==> src/rtl/rtc_bus_write_cycle.sv <==
// rtc_bus_write_cycle
// Runs one complete write transaction on the RTC multiplexed address/data bus.
// The transaction has two phases. The address phase has a_d=0 and the data phase
// has a_d=1. Each phase is a setup/strobe/hold sequence. A cs_n-high gap sits
// between the two phases.
//
// Ports
//   clk     in   system clock
//   reset   in   synchronous, active-high reset
//   start   in   request a write cycle; only looked at while idle
//   addr    in   [7:0] RTC register address, latched when start is accepted
//   data    in   [7:0] byte to write, latched when start is accepted
//   cs_n    out  RTC chip select, active low
//   rd_n    out  RTC read strobe, always high
//   wr_n    out  RTC write strobe, active low
//   a_d     out  0 = address phase, 1 = data phase / idle
//   ad_out  out  [7:0] byte for AD[7:0]
//   ad_oe   out  drive enable for AD[7:0]
//   busy    out  transaction in progress
//   done    out  one-cycle completion pulse
module rtc_bus_write_cycle #(
    parameter int unsigned T_SETUP = 1,
    parameter int unsigned T_WR    = 3,
    parameter int unsigned T_HOLD  = 1,
    parameter int unsigned T_GAP   = 2
) (
    input  logic       clk,
    input  logic       reset,
    input  logic       start,
    input  logic [7:0] addr,
    input  logic [7:0] data,
    output logic       cs_n,
    output logic       rd_n,
    output logic       wr_n,
    output logic       a_d,
    output logic [7:0] ad_out,
    output logic       ad_oe,
    output logic       busy,
    output logic       done
);

    typedef enum logic [3:0] {
        StIdle, StASetup, StAWr, StAHold, StGap, StDSetup, StDWr, StDHold, StFin
    } state_e;

    localparam logic [3:0] SetupLast = 4'(T_SETUP - 1);
    localparam logic [3:0] WrLast    = 4'(T_WR - 1);
    localparam logic [3:0] HoldLast  = 4'(T_HOLD - 1);
    localparam logic [3:0] GapLast   = 4'(T_GAP - 1);

    state_e     state_q, state_d;
    logic [3:0] cnt_q, cnt_d;
    logic [7:0] addr_q, data_q;
    logic       latch;

    logic       cs_n_d, wr_n_d, a_d_d, ad_oe_d, busy_d, done_d;
    logic [7:0] ad_out_d;

    // Next-state logic and per-state cycle counter
    always_comb begin
        state_d = state_q;
        cnt_d   = cnt_q + 4'd1;
        latch   = 1'b0;
        unique case (state_q)
            StIdle: begin
                if (start) begin
                    latch   = 1'b1;
                    state_d = StASetup;
                end
            end
            StASetup: if (cnt_q == SetupLast) state_d = StAWr;
            StAWr:    if (cnt_q == WrLast)    state_d = StAHold;
            StAHold:  if (cnt_q == HoldLast)  state_d = StGap;
            StGap:    if (cnt_q == GapLast)   state_d = StDSetup;
            StDSetup: if (cnt_q == SetupLast) state_d = StDWr;
            StDWr:    if (cnt_q == WrLast)    state_d = StDHold;
            StDHold:  if (cnt_q == HoldLast)  state_d = StFin;
            StFin:    state_d = StIdle;
            default:  state_d = StIdle;
        endcase
        // Every state entry restarts the count; idle holds it at zero
        if (state_d != state_q || state_q == StIdle) begin
            cnt_d = 4'd0;
        end
    end

    // Pin values are decoded from the current state and registered, so the pins
    // follow the state register by one cycle. Every pin comes from a flop.
    always_comb begin
        cs_n_d   = 1'b1;
        wr_n_d   = 1'b1;
        a_d_d    = 1'b1;
        ad_oe_d  = 1'b0;
        busy_d   = 1'b1;
        done_d   = 1'b0;
        ad_out_d = 8'h00;
        unique case (state_q)
            StIdle: busy_d = 1'b0;
            StASetup, StAHold: begin
                cs_n_d   = 1'b0;
                a_d_d    = 1'b0;
                ad_oe_d  = 1'b1;
                ad_out_d = addr_q;
            end
            StAWr: begin
                cs_n_d   = 1'b0;
                wr_n_d   = 1'b0;
                a_d_d    = 1'b0;
                ad_oe_d  = 1'b1;
                ad_out_d = addr_q;
            end
            // Switch to the data byte while cs_n is high so AD is settled before the data phase
            StGap: begin
                ad_oe_d  = 1'b1;
                ad_out_d = data_q;
            end
            StDSetup, StDHold: begin
                cs_n_d   = 1'b0;
                ad_oe_d  = 1'b1;
                ad_out_d = data_q;
            end
            StDWr: begin
                cs_n_d   = 1'b0;
                wr_n_d   = 1'b0;
                ad_oe_d  = 1'b1;
                ad_out_d = data_q;
            end
            StFin:   done_d = 1'b1;
            default: busy_d = 1'b0;
        endcase
    end

    always_ff @(posedge clk) begin
        if (reset) begin
            state_q <= StIdle;
            cnt_q   <= 4'd0;
            addr_q  <= 8'h00;
            data_q  <= 8'h00;
            cs_n    <= 1'b1;
            rd_n    <= 1'b1;
            wr_n    <= 1'b1;
            a_d     <= 1'b1;
            ad_out  <= 8'h00;
            ad_oe   <= 1'b0;
            busy    <= 1'b0;
            done    <= 1'b0;
        end else begin
            state_q <= state_d;
            cnt_q   <= cnt_d;
            if (latch) begin
                addr_q <= addr;
                data_q <= data;
            end
            cs_n    <= cs_n_d;
            rd_n    <= 1'b1;
            wr_n    <= wr_n_d;
            a_d     <= a_d_d;
            ad_out  <= ad_out_d;
            ad_oe   <= ad_oe_d;
            busy    <= busy_d;
            done    <= done_d;
        end
    end

endmodule

==> config.mk <==
export PLATFORM = sky130hd
export DESIGN_NAME = rtc_bus_write_cycle
export DESIGN_NICKNAME = d
export VERILOG_FILES = /design/src/rtl/rtc_bus_write_cycle.sv
export SDC_FILE = /design/constraint.sdc
export NUM_CORES = 1
export LEC_CHECK = 0
export ABC_CLOCK_PERIOD_IN_PS = 1300
export BUFFER_PORTS_ARGS = -buffer_cell sky130_fd_sc_hd__buf_2
export CAP_MARGIN = 15
export CORE_MARGIN = 1.5
export CORE_UTILIZATION = 47
export CTS_CLUSTER_DIAMETER = 120
export CTS_CLUSTER_SIZE = 10
export DETAILED_ROUTE_END_ITERATION = 10
export GPL_ROUTABILITY_DRIVEN = 0
export PLACE_DENSITY = 0.73
export SLEW_MARGIN = 20
export SYNTH_ARGS = -nofsm -noshare
export SYNTH_HDL_FRONTEND = slang
export SYNTH_SLANG_ARGS = --single-unit
==> constraint.sdc <==
create_clock -name clk -period 1.3 [get_ports clk]
set_clock_uncertainty 0.1 [all_clocks]
set_input_delay 0.325 -clock clk [delete_from_list [all_inputs] [get_ports clk]]
set_output_delay 0.325 -clock clk [all_outputs]
set_load 0.005 [all_outputs]
==> flow_metrics.env <==
export IMPL_arrival_ns=1.49
export IMPL_ir_worst_vdd_mv=0.8798
export IMPL_slew_violations=0
export IMPL_hold_viol=0
export IMPL_cts_buffers_inserted=5
export IMPL_multi_input_area_um2=869.6
export IMPL_start_util=0.5028
export IMPL_drive_above_1_share=0.4412
export IMPL_ctsHtreeMaxLevel=2
export IMPL_max_cap_viol_count=0
export IMPL_routed_via_density=4.988
export IMPL_io_pins=34
export IMPL_synth_fp_nets=174
export IMPL_max_freq_ghz=0.7423
export IMPL_totalPowerFinal_mw=3.122
export IMPL_cts_buffer_depth=2
export IMPL_die_area_um2=3702
export IMPL_drtAntennaViolNets=0
export IMPL_cts_tree="done"
export IMPL_final_nets=227
export IMPL_syn_area_um2=1573
export IMPL_finalCriticalPeriod_ns=1.347
export IMPL_die_w_um=60.85
export IMPL_die_h_um=60.85
export IMPL_hpwl_um=2309
export IMPL_critPathMaxFanout=4
export IMPL_grt_max_degree=33
export IMPL_fin_crit_sh=1.036
export IMPL_clock_sinks=38
export IMPL_end_kind="flip-flop"
export IMPL_yosysUniqueCellTypes=33
export IMPL_regArea_um2=777.0
export IMPL_setup_worst_path_start_class="flip-flop"
export IMPL_status="finished with violations"
export IMPL_hold_class="in2reg"
export IMPL_ys_seq_area_frac=0.4837
export IMPL_drcViolationCount=0
export IMPL_ys_warn_count=0
export IMPL_netlist_instances=151
export IMPL_wl_per_cell_um=13.79
export IMPL_area_delta_synth_final_pct=38.19
export IMPL_powerDensity_nw_per_um2=1436
export IMPL_power_leakage_nw=0.9303
export IMPL_drtPass1Iterations=4
export IMPL_drt_iter0_drc=30
export IMPL_portBuffers=32
export IMPL_grtUsageTotal=0.1971
export IMPL_cts_reportedPaths_clkPinSlew_ns=0.12
export IMPL_grt_pass1_vias=1149
export IMPL_avgSynthCellArea_um2=10.42
export IMPL_antenna_found_initial=0
export IMPL_place_ws_ns=-0.09313
export IMPL_via_count=1237
export IMPL_path_class="reg2reg"
export IMPL_clk_latency_ns=0.35
export IMPL_n_antenna_cell=0
export IMPL_root_buffer="clkbuf_4"
export IMPL_violations="setup timing"
export IMPL_setup_tns_final_ns=-0.1426
export IMPL_grt_setup_unrepaired="yes"
export IMPL_cp_data_required_time_ns=1.44
export IMPL_final_fill_count=231
export IMPL_drt_total_wl_um=3419
export IMPL_overflow=0
export IMPL_synth_ff_latch_count=38
export IMPL_rows=20
export IMPL_grt_pass1_wl_um=5147
export IMPL_setup_violations=6
export IMPL_setup_slack_ns=-0.04714
export IMPL_core_area_um2=3128
==> cell type report <==
cell class	instances	area share
clock buffers	6	0.02360
clock inverters	1	0.01382
flip-flops and latches	38	0.3575
inverters	4	0.009211
well taps	44	0.02533
repair buffers	54	0.1704
multi-input cells	101	0.4001
==> what timing repair did <==
action                     CTS  global route
hold buffers                 0             0
pin swaps                    4             5
setup buffers                5             1
gates cloned                 0             1
gates resized for setup     14            20
setup endpoints to repair   15            26
==> registers in the layout, indices dropped and copies added, names as in the netlist <==
name	flops
data_q	8
ad_oe	1
cnt_q	4
busy	1
state_q	4
done	1
wr_n	1
addr_q	8
a_d	1
ad_out	8
cs_n	1
==> synth_stat cells (all sizes together) <==
cell type | instances | share of area
a211o | 1 | 0.0056
a21o | 1 | 0.0048
a21oi | 3 | 0.0095
a22o | 8 | 0.045
and2 | 3 | 0.012
and3 | 1 | 0.0040
buf | 5 | 0.032
clkbuf | 3 | 0.0072
conb | 1 | 0.0024
dfxtp | 38 | 0.48
ha | 4 | 0.032
inv | 4 | 0.0095
mux2i | 16 | 0.10
nand2 | 5 | 0.012
nand2b | 32 | 0.13
nand3 | 1 | 0.0032
nand4bb | 2 | 0.014
nor2 | 7 | 0.018
nor3 | 2 | 0.014
nor3b | 1 | 0.0048
nor4 | 3 | 0.012
o21ai | 1 | 0.0032
or2 | 2 | 0.0080
or3 | 2 | 0.0080
or4 | 1 | 0.0048
xnor2 | 4 | 0.022
==> critical path: stages, from the launching register on <==
cell and delay (ns):
dfxtp_4 0.39, inv_4 0.08, ha_4 0.14, nand4bb_4 0.12
or2_4 0.25, a21o_1 0.16
==> final timing paths <==
check                          from  slack, ns                      to  cells past startpoint
max reg2reg     cnt_q[0]$_SDFF_PP0_      -0.05   state_q[2]$_SDFF_PP0_                      5
max             cnt_q[0]$_SDFF_PP0_      -0.05   state_q[2]$_SDFF_PP0_                      5
min reg2reg  addr_q[6]$_SDFFE_PP0P_       0.37    ad_out[6]$_SDFF_PP0_                      1
min                         data[6]       0.13  data_q[6]$_SDFFE_PP0P_                      3
==> through the flow <==
stage	hold slack (ns)	instances	area (um^2)	util
floorplan	0.3407	151	1615	-
finish	0.1273	248	2173	0.6948
global placement	0.3543	234	1894	0.6056
global route	0.1187	248	2173	0.6948
CTS	0.1197	246	2047	0.6544
detailed placement	0.3600	234	1894	0.6056
==> where the power goes <==
| part | switching [mW] | internal (mW) |
|---|---|---|
| registers | 0.110 | 1.32 |
| clock network | 0.376 | 0.447 |
| logic | 0.395 | 0.477 |
==> cells by family after synthesis <==
| group | after synthesis | synth area share |
|---|---|---|
| compound gates | 14 | 0.06762 |
| xor+xnor | 4 | 0.02227 |
| fa+ha+maj | 4 | 0.03182 |
| buf+inv | 12 | 0.04852 |
| flops | 38 | 0.4837 |
| mux | 16 | 0.1018 |
| other cells | 1 | 0.002384 |
| simple gates | 62 | 0.2419 |
==> layer usage <==
layer,track usage,part of all wire,up-vias
li1,-,-,610
met1,0.2315,0.43,572
met2,0.3272,0.49,44
met3,0.06397,0.055,11
met4,0.09006,0.025,0
met5,0,0,-
==> layout by cell type, fill, tap and decap left out, types with 2 or more instances in the layout <==
| cell | netlist | routed |
|---|---|---|
| xnor2_1 | 4 | 4 |
| nor4_2 | 0 | 2 |
| nand2b_1 | 32 | 32 |
| inv_4 | 0 | 2 |
| dfxtp_4 | 0 | 3 |
| mux2i_1 | 16 | 15 |
| ha_4 | 0 | 3 |
| clkbuf_4 | 0 | 5 |
| and2_1 | 2 | 3 |
| nor2_1 | 6 | 6 |
| buf_4 | 1 | 16 |
| inv_1 | 4 | 2 |
| buf_2 | 1 | 32 |
| or2_4 | 0 | 2 |
| a22o_1 | 8 | 8 |
| buf_6 | 2 | 4 |
| nand2_1 | 5 | 3 |
| dfxtp_1 | 38 | 31 |
| dfxtp_2 | 0 | 4 |
(Power assumes the default switching activity.)
